`config.mk`:
```
export PLATFORM = sky130hd
export DESIGN_NAME = pong_game_ctrl
export DESIGN_NICKNAME = d
export VERILOG_FILES = /design/src/rtl/pong_game_ctrl.sv
export SDC_FILE = /design/constraint.sdc
export NUM_CORES = 1
export LEC_CHECK = 0
export CAP_MARGIN = 5
export CELL_PAD_IN_SITES_DETAIL_PLACEMENT = 1
export CELL_PAD_IN_SITES_GLOBAL_PLACEMENT = 2
export CORE_ASPECT_RATIO = 1.2
export CORE_MARGIN = 2
export CORE_UTILIZATION = 37
export DETAILED_ROUTE_END_ITERATION = 8
export HOLD_SLACK_MARGIN = 0.1
export PLACE_DENSITY = 0.86
export SKIP_CTS_REPAIR_TIMING = 1
export SLEW_MARGIN = 20
export SYNTH_ARGS = -nofsm -noshare
export SYNTH_HDL_FRONTEND = slang
export SYNTH_SLANG_ARGS = --single-unit
```
`constraint.sdc`:
```
create_clock -name in_clk -period 4.6 [get_ports in_clk]
set_input_delay 1.15 -clock in_clk [delete_from_list [all_inputs] [get_ports in_clk]]
set_output_delay 1.15 -clock in_clk [all_outputs]
set_load 0.005 [all_outputs]
```
`src/rtl/pong_game_ctrl.sv`:
```
`default_nettype none
// ============================================================================
// Module   : pong_game_ctrl
// Purpose  : Match sequencer for the Pong datapath. Tracks game state, both
//            scores, the winner and serve direction. Gates the paddle and
//            ball blocks, and counts frame ticks for the serve and point delays.
// Ports    : in_clk      - pixel clock
//            reset       - asynchronous active-low reset
//            start_n     - start button, active-low, asynchronous
//            pause_n     - pause button, active-low, asynchronous
//            frame_tick  - one pulse per video frame
//            miss_left   - ball left the screen on the left (player 1 missed)
//            miss_right  - ball left the screen on the right (player 2 missed)
//            ball_rst    - hold the ball at screen centre
//            ball_run    - ball may advance
//            serve_dir   - 0 = launch toward player 1, 1 = toward player 2
//            paddle_en   - paddles may move
//            score1/2    - player scores
//            winner      - 0 none, 1 player 1, 2 player 2
//            game_state  - current state code
// Revision : 1.0 - initial release
// ============================================================================
module pong_game_ctrl #(
  parameter int WIN_SCORE    = 7,
  parameter int SERVE_FRAMES = 60,
  parameter int POINT_FRAMES = 90,
  parameter int SCORE_W      = 4
) (
  input  logic               in_clk,
  input  logic               reset,
  input  logic               start_n,
  input  logic               pause_n,
  input  logic               frame_tick,
  input  logic               miss_left,
  input  logic               miss_right,
  output logic               ball_rst,
  output logic               ball_run,
  output logic               serve_dir,
  output logic               paddle_en,
  output logic [SCORE_W-1:0] score1,
  output logic [SCORE_W-1:0] score2,
  output logic [1:0]         winner,
  output logic [2:0]         game_state
);

  localparam int MAX_FRAMES = (SERVE_FRAMES > POINT_FRAMES) ? SERVE_FRAMES : POINT_FRAMES;
  localparam int CNT_W      = $clog2(MAX_FRAMES) + 1;

  localparam logic [CNT_W-1:0]   C_SERVE_LAST = CNT_W'(SERVE_FRAMES - 1);
  localparam logic [CNT_W-1:0]   C_POINT_LAST = CNT_W'(POINT_FRAMES - 1);
  localparam logic [CNT_W-1:0]   C_CNT_ONE    = CNT_W'(1);
  localparam logic [SCORE_W-1:0] C_WIN        = SCORE_W'(WIN_SCORE);
  localparam logic [SCORE_W-1:0] C_SCORE_ONE  = SCORE_W'(1);

  typedef enum logic [2:0] {
    S_IDLE   = 3'd0,
    S_SERVE  = 3'd1,
    S_PLAY   = 3'd2,
    S_POINT  = 3'd3,
    S_PAUSED = 3'd4,
    S_OVER   = 3'd5
  } state_t;

  // Button synchronisers: bit 0 is the first flop, bit 2 the last.
  logic [2:0]         r_start_sync;
  logic [2:0]         r_pause_sync;

  state_t             r_state;
  logic [CNT_W-1:0]   r_cnt;
  logic [SCORE_W-1:0] r_score1;
  logic [SCORE_W-1:0] r_score2;
  logic [1:0]         r_winner;
  logic               r_serve_dir;

  state_t             w_state_nxt;
  logic [CNT_W-1:0]   w_cnt_nxt;
  logic [SCORE_W-1:0] w_score1_nxt;
  logic [SCORE_W-1:0] w_score2_nxt;
  logic [1:0]         w_winner_nxt;
  logic               w_serve_dir_nxt;

  logic               w_start_ev;
  logic               w_pause_ev;

  // High-to-low transition seen between the last two synchroniser stages,
  // so a held button yields a single event.
  assign w_start_ev = r_start_sync[2] & ~r_start_sync[1];
  assign w_pause_ev = r_pause_sync[2] & ~r_pause_sync[1];

  always_ff @(posedge in_clk or negedge reset) begin
    if (!reset) begin
      r_start_sync <= 3'b111;
      r_pause_sync <= 3'b111;
      r_state      <= S_IDLE;
      r_cnt        <= '0;
      r_score1     <= '0;
      r_score2     <= '0;
      r_winner     <= 2'd0;
      r_serve_dir  <= 1'b1;
    end else begin
      r_start_sync <= {r_start_sync[1:0], start_n};
      r_pause_sync <= {r_pause_sync[1:0], pause_n};
      r_state      <= w_state_nxt;
      r_cnt        <= w_cnt_nxt;
      r_score1     <= w_score1_nxt;
      r_score2     <= w_score2_nxt;
      r_winner     <= w_winner_nxt;
      r_serve_dir  <= w_serve_dir_nxt;
    end
  end

  always_comb begin
    w_state_nxt     = r_state;
    w_cnt_nxt       = r_cnt;
    w_score1_nxt    = r_score1;
    w_score2_nxt    = r_score2;
    w_winner_nxt    = r_winner;
    w_serve_dir_nxt = r_serve_dir;

    case (r_state)
      S_IDLE, S_OVER: begin
        if (w_start_ev) begin
          w_state_nxt     = S_SERVE;
          w_cnt_nxt       = '0;
          w_score1_nxt    = '0;
          w_score2_nxt    = '0;
          w_winner_nxt    = 2'd0;
          w_serve_dir_nxt = 1'b1;
        end
      end

      S_SERVE: begin
        if (frame_tick) begin
          if (r_cnt == C_SERVE_LAST) begin
            w_state_nxt = S_PLAY;
            w_cnt_nxt   = '0;
          end else begin
            w_cnt_nxt = r_cnt + C_CNT_ONE;
          end
        end
      end

      S_PLAY: begin
        // A miss always takes priority over a pause edge in the same cycle.
        if (miss_left && miss_right) begin
          w_state_nxt = S_POINT;
          w_cnt_nxt   = '0;
        end else if (miss_left) begin
          w_state_nxt     = S_POINT;
          w_cnt_nxt       = '0;
          w_score2_nxt    = r_score2 + C_SCORE_ONE;
          w_serve_dir_nxt = 1'b0;
        end else if (miss_right) begin
          w_state_nxt     = S_POINT;
          w_cnt_nxt       = '0;
          w_score1_nxt    = r_score1 + C_SCORE_ONE;
          w_serve_dir_nxt = 1'b1;
        end else if (w_pause_ev) begin
          w_state_nxt = S_PAUSED;
        end
      end

      S_PAUSED: begin
        if (w_pause_ev) begin
          w_state_nxt = S_PLAY;
        end
      end

      S_POINT: begin
        if (frame_tick) begin
          if (r_cnt == C_POINT_LAST) begin
            w_cnt_nxt = '0;
            if (r_score1 == C_WIN) begin
              w_winner_nxt = 2'd1;
              w_state_nxt  = S_OVER;
            end else if (r_score2 == C_WIN) begin
              w_winner_nxt = 2'd2;
              w_state_nxt  = S_OVER;
            end else begin
              w_state_nxt = S_SERVE;
            end
          end else begin
            w_cnt_nxt = r_cnt + C_CNT_ONE;
          end
        end
      end

      // Unused codes fall back to IDLE.
      default: begin
        w_state_nxt = S_IDLE;
        w_cnt_nxt   = '0;
      end
    endcase
  end

  assign ball_rst   = (r_state == S_IDLE) || (r_state == S_SERVE) || (r_state == S_OVER);
  assign ball_run   = (r_state == S_PLAY);
  assign paddle_en  = (r_state == S_SERVE) || (r_state == S_PLAY);
  assign serve_dir  = r_serve_dir;
  assign score1     = r_score1;
  assign score2     = r_score2;
  assign winner     = r_winner;
  assign game_state = r_state;

endmodule
`default_nettype wire

```
==> flow_summary_export.csv, run 1 <==
group,metric,value,unit
floorplan,initial_core_util,0.377,
critical_path,crit_fanout,19,
critical_path,r2r-start,"game_state[0]$_DFFE_PN0P_",
critical_path,path_class,"flip-flop to output pin",
yosys,synth_area,1580,sq um
placed_design,dpl_cell_area,1850,sq um
floorplan,die_area,4820,sq um
yosys,synth_nets,161,
grt,grt_busiest_layer,"met2",
final_layout,nNetsFinal,184,
final_layout,final_util,0.451,
floorplan,core,4200,sq um
final_layout,mostFrequentLayoutCell,"clkdlybuf4s50_1",
drt,route.detailed.drc,0,
critical_path,r2r_cells,4,
placed_design,hpwlAfterDp,2680,um
timing,whs,360,ps
clocking,htree_levels,1,
clocking,clock_path_buffers,2,
grt,grt_pass1_wl,6070,um
critical_path,crit_path_start_kind,"flip-flop",
grt,grtUsageTotal,0.159,
pwr,sequentialPowerShare,0.420,
yosys,ys_types,53,
clocking,clk_pin_slew_worst_paths,100,ps
timing,rsz0062_at_grt,"no",
drt,vias_per_cell,5.32,
pwr,comb_power_share,0.443,
floorplan,die_y,75.7,um
pwr,switchingPower,386,uW
run,cap_viol_max_count,0,
final_layout,most-common-layout-cells,"clkdlybuf4s50_1, dfrtp_1, nor2_1",
clocking,clock-sinks,28,
hold_path,min_to,"r_start_sync[1]$_DFF_PN1_",
yosys,synth_ff_type,"dfrtp_1",
drt,wirelength,3570,um
placed_design,gp_congestion,0.801,
drt,wl_per_cell,15.6,um
placed_design,dpl.cell_count,224,
outcome,run_status,"finished clean",
clocking,clk_latency,270,ps
grt,grt_max_degree,29,
drt,initialDrtViolationCount,57,
yosys,avgSynthCellArea,10.6,sq um
timing,final-hold-violation-count,0,
grt,grt_overflow_total,0,
floorplan,pin_count,24,
critical_path,end_kind,"output pin",
grt,grt_pass1_vias,1236,
hold_path,whs_path_depth,0,
yosys,synth_edf_count,0,
critical_path,reg2reg_to,"r_cnt[5]$_DFFE_PN0P_",
yosys,ys_ff_latch,28,
final_layout,fin_cells,228,
critical_path,reg2reg_slack,2250,ps
final_layout,fin_area,1890,sq um
pwr,peakVddDrop,0.179,mV
pwr,p_int,608,uW
yosys,synth-async-reset-ratio,1.00,
yosys,seq_area_frac_synth,0.448,
drt,drtPass1Iterations,4,
pwr,power_frac_clock,0.138,
timing,worstMarginPinSlew,659,ps
timing,setup_violations,0,
timing,clock.fmax,0.299,GHz
timing,finalCritPeriodShare,0.727,
timing,relSlewSlack,0.561,
timing,setup-tns-final,0,ps
hold_path,holdCritStartpoint,"r_start_sync[0]$_DFF_PN1_",
final_layout,area_growth_syn_to_layout,19.5,%
grt,groute.layer.met3.usage,0.0266,
pwr,power.leakage,0.778,nW
final_layout,antennaDiodeCount,0,
drt,ant_nets,0,
drt,vias,1212,
floorplan,die_x,63.7,um
grt,use_met2,0.276,
timing,final_max_slew_viol_count,0,
floorplan,placement_rows,26,
critical_path,arrival,2200,ps
yosys,yosysWarnings,0,
pwr,power_density,525,nW/um^2
timing,final.setup_skew,10.7,ps
clocking,cts-root-buf,"clkbuf_8",
grt,antenna_found_initial,0,
critical_path,required,3450,ps
clocking,cts_made_buffers,3,
hold_path,hp-class,"flip-flop to flip-flop",
grt,grt_util_met1,0.210,
yosys,netlist_instances,150,
clocking,tritoncts,"built",
pwr,sw_frac_of_total,0.388,
timing,post-route-min-period,3350,ps
final_layout,drive_above_1_share,0.186,
placed_design,portBuffers,23,
==> routing by layer <==
metal / vias to the layer above / part of all wire
li1: 590 / -
met4: 0 / 0.0076
met1: 610 / 0.46
met2: 10 / 0.51
met3: 2 / 0.024
met5: - / 0
==> registers in the layout (all words and copies together) (netlist names) <==
name          cells
game_state        3
r_cnt             8
r_pause_sync      3
r_start_sync      3
score1            4
score2            4
serve_dir         1
winner            2
==> final cells by class <==
class,instances,area (sq um)
fillers,471,2300
multi-input cells,112,816
flip-flops and latches,28,709
repair buffers,24,238
well taps,56,70.1
clock buffers,4,45.0
inverters,4,15.0
==> worst max-delay path, cell delays in order, from the launching register on <==
cell	delay [ps]
dfrtp_1	780
or3b_4	500
inv_2	120
clkdlybuf4s50_1	510
==> how the worst max path moves through the flow <==
stage                                    from                    to  slack, ps  cells after the start
floorplan                           miss_left  r_cnt[7]$_DFFE_PN0P_       2190                      6
global placement                    miss_left  r_cnt[7]$_DFFE_PN0P_       1420                      6
detailed placement                  miss_left  r_cnt[7]$_DFFE_PN0P_       1350                      6
CTS                 game_state[1]$_DFFE_PN0P_              ball_run       1270                      3
global route        game_state[1]$_DFFE_PN0P_              ball_run       1170                      3
finish              game_state[1]$_DFFE_PN0P_              ball_run       1250                      3
==> Yosys cell counts (3+ instances only) <==
library cell / n / share of area
a21oi_1: 7 / 0.022
a2bb2oi_1: 3 / 0.017
a31oi_1: 3 / 0.012
dfrtp_1: 21 / 0.33
dfstp_2: 7 / 0.12
ha_1: 4 / 0.032
inv_1: 3 / 0.0071
mux2_2: 4 / 0.028
nand2_1: 12 / 0.028
nand2b_1: 3 / 0.012
nand3_1: 5 / 0.016
nor2_1: 14 / 0.033
nor2b_1: 3 / 0.012
o21ai_0: 6 / 0.019
o31ai_2: 3 / 0.024
or2_2: 3 / 0.012
xor2_1: 3 / 0.017
==> power by group through the flow <==
stage	Combinational (mW)	Clock, mW	Sequential [mW]
2_1_floorplan	0.347	0	0.368
3_3_place_gp	0.425	0	0.415
3_5_place_dp	0.445	0	0.422
4_1_cts	0.447	0.140	0.417
5_1_grt	0.487	0.152	0.432
6_report	0.440	0.137	0.417
==> metrics by stage <==
| step | power, mW | setup slack (ps) |
|---|---|---|
| after floorplan | 0.715 | 2190 |
| after global placement | 0.841 | 1420 |
| after detailed placement | 0.867 | 1350 |
| after CTS | 1.00 | 1270 |
| after global routing | 1.07 | 1170 |
| final | 0.994 | 1250 |
==> cell families (layout without fill, tap and decap cells) <==
group | Yosys count | count (layout) | synth area share
AND/OR/NAND/NOR | 60 | 60 | 0.235
multiplexers | 5 | 5 | 0.0348
adder cells (fa/ha/maj) | 4 | 4 | 0.0316
XOR/XNOR | 4 | 4 | 0.0221
AO/OA/AOI/OAI | 39 | 39 | 0.191
buffers and inverters | 10 | 32 | 0.0371
flip-flops | 28 | 28 | 0.448
No activity file was read; power rests on OpenSTA's default activity.
==> inputs of run 2 (changes only) <==
--- a/config.mk
+++ b/config.mk
@@ -10,10 +10,10 @@
 export CELL_PAD_IN_SITES_GLOBAL_PLACEMENT = 2
 export CORE_ASPECT_RATIO = 1.2
 export CORE_MARGIN = 2
-export CORE_UTILIZATION = 37
+export CORE_UTILIZATION = 34
 export DETAILED_ROUTE_END_ITERATION = 8
 export HOLD_SLACK_MARGIN = 0.1
-export PLACE_DENSITY = 0.86
+export PLACE_DENSITY = 0.8
 export SKIP_CTS_REPAIR_TIMING = 1
 export SLEW_MARGIN = 20
 export SYNTH_ARGS = -nofsm -noshare
==> constraint.sdc (replaced) <==
create_clock -name in_clk -period 3.4 [get_ports in_clk]
set_input_delay 0.85 -clock in_clk [delete_from_list [all_inputs] [get_ports in_clk]]
set_output_delay 0.85 -clock in_clk [all_outputs]
set_load 0.005 [all_outputs]
==> flow_summary_export.csv, run 2 (same netlist as run 1, synthesis figures left out) <==
group,metric,value,unit
final_layout,antennaDiodeCount,0,
timing,setup_ws,607,ps
hold_path,hp-class,"flip-flop to flip-flop",
clocking,clock_path_buffers,2,
timing,clock.fmax,0.358,GHz
timing,final.setup_skew,5.97,ps
floorplan,core,4530,sq um
pwr,p_int,849,uW
grt,antenna_found_initial,0,
floorplan,die_x,66.3,um
pwr,switchingPower,530,uW
critical_path,reg2reg_slack,1100,ps
clocking,clk_pin_slew_worst_paths,100,ps
timing,post-route-min-period,2790,ps
critical_path,path_cells,"or3b_4, inv_2, clkdlybuf4s50_1",
grt,grt_overflow_total,0,
pwr,sequentialPowerShare,0.392,
drt,initialDrtViolationCount,40,
critical_path,arrival,1940,ps
critical_path,reg2reg_to,"r_cnt[6]$_DFFE_PN0P_",
floorplan,die_area,5220,sq um
placed_design,place_ws,442,ps
grt,grt_pass1_vias,1340,
timing,setup-tns-final,0,ps
final_layout,n_fill_cell,524,
clocking,htree_levels,1,
drt,vias,1243,
floorplan,die_y,78.8,um
final_layout,nNetsFinal,185,
timing,final-hold-violation-count,0,
grt,grtUsageTotal,0.158,
placed_design,hpwlAfterDp,2810,um
hold_path,whs_path_depth,0,
timing,worstMarginPinSlew,635,ps
drt,vias_per_cell,5.38,
final_layout,drive_above_1_share,0.197,
clocking,cts-root-buf,"clkbuf_8",
timing,final_max_slew_viol_count,0,
final_layout,largest_register_ffs,8,
drt,route.detailed.drc,0,
timing,finalCritPeriodShare,0.822,
pwr,sw_frac_of_total,0.385,
hold_path,holdCritStartpoint,"r_start_sync[0]$_DFF_PN1_",
clocking,cts_made_buffers,3,
final_layout,max_flop_register,"r_cnt",
critical_path,r2r_cells,4,
critical_path,path_class,"flip-flop to output pin",
timing,setup_violations,0,
drt,drtPass1Iterations,4,
critical_path,crit_path_start_kind,"flip-flop",
drt,wl_per_cell,16.2,um
pwr,comb_power_share,0.455,
timing,relSlewSlack,0.576,
outcome,run_status,"finished clean",
grt,grt_pass1_wl,6510,um
floorplan,initial_core_util,0.350,
pwr,power_density,721,nW/um^2
clocking,clk_latency,270,ps
clocking,tritoncts,"built",
critical_path,crit_path_max_incr_delay,540,ps
floorplan,placement_rows,27,
pwr,power_frac_clock,0.153,
placed_design,portBuffers,23,
drt,ant_nets,0,
pwr,peakVddDrop,0.223,mV
final_layout,area_growth_syn_to_layout,20.8,%
timing,rsz0062_at_grt,"no",
drt,wirelength,3730,um
floorplan,pin_count,24,
critical_path,required,2550,ps
placed_design,gp_congestion,0.748,
final_layout,mostFrequentLayoutCell,"clkdlybuf4s50_1",
critical_path,endpoint,"ball_run",
critical_path,end_kind,"output pin",
final_layout,most-common-layout-cells,"clkdlybuf4s50_1, dfrtp_1, nor2_1",
critical_path,crit_start,"game_state[0]$_DFFE_PN0P_",
run,cap_viol_max_count,0,
grt,grt_max_degree,29,
critical_path,crit_fanout,12,
pwr,power.leakage,0.790,nW
clocking,clock-sinks,28,
critical_path,cp_slowest_cell,"dfrtp_1",
critical_path,r2r-start,"game_state[0]$_DFFE_PN0P_",
## run 2: layout make-up
type / instances / area (sq um) / area share
Clock buffer: 4 / 55.1 / 0.0288
Inverter: 4 / 15.0 / 0.00785
Multi-Input combinational cell: 112 / 816 / 0.426
Sequential cell: 28 / 709 / 0.371
Tap cell: 58 / 72.6 / 0.0379
Timing Repair Buffer: 25 / 245 / 0.128
## run 2: worst min path at each step
stage,end,slack (ps)
floorplan,r_pause_sync[1]$_DFF_PN1_,350
global placement,r_pause_sync[1]$_DFF_PN1_,350
detailed placement,r_start_sync[1]$_DFF_PN1_,350
CTS,r_start_sync[1]$_DFF_PN1_,360
global route,r_start_sync[1]$_DFF_PN1_,370
finish,r_start_sync[1]$_DFF_PN1_,360
## run 2: per-layer routing
layer / global-route usage / routed length [um] / up-vias
li1: - / - / 591
met1: 0.203 / 1650 / 625
met2: 0.271 / 1930 / 21
met3: 0.0241 / 95 / 6
met4: 0.0510 / 56 / 0
met5: 0 / 0 / -
## run 2: critical path: cells and delay by family (launching register included)
family | cells | cell delay, ps
DFF | 1 | 540
and+or+nand+nor | 1 | 500
buffers and inverters | 2 | 640
## run 2: power by group through the flow
stage               Clock [mW]  Sequential, mW  Combinational [mW]
finish                   0.212           0.540               0.627
CTS                      0.218           0.540               0.638
detailed placement           0           0.545               0.637
global route             0.235           0.559               0.699
global placement             0           0.537               0.607
floorplan                    0           0.498               0.469
## run 2: metrics by stage
stage,hold slack (ps),util,cells,power [mW],instance area (sq um)
finish,362,0.423,231,1.38,1910
floorplan,345,-,150,0.967,1580
detailed placement,349,0.410,227,1.18,1860
CTS,364,0.423,231,1.40,1910
global placement,346,0.410,227,1.14,1860
global route,374,0.423,231,1.49,1910
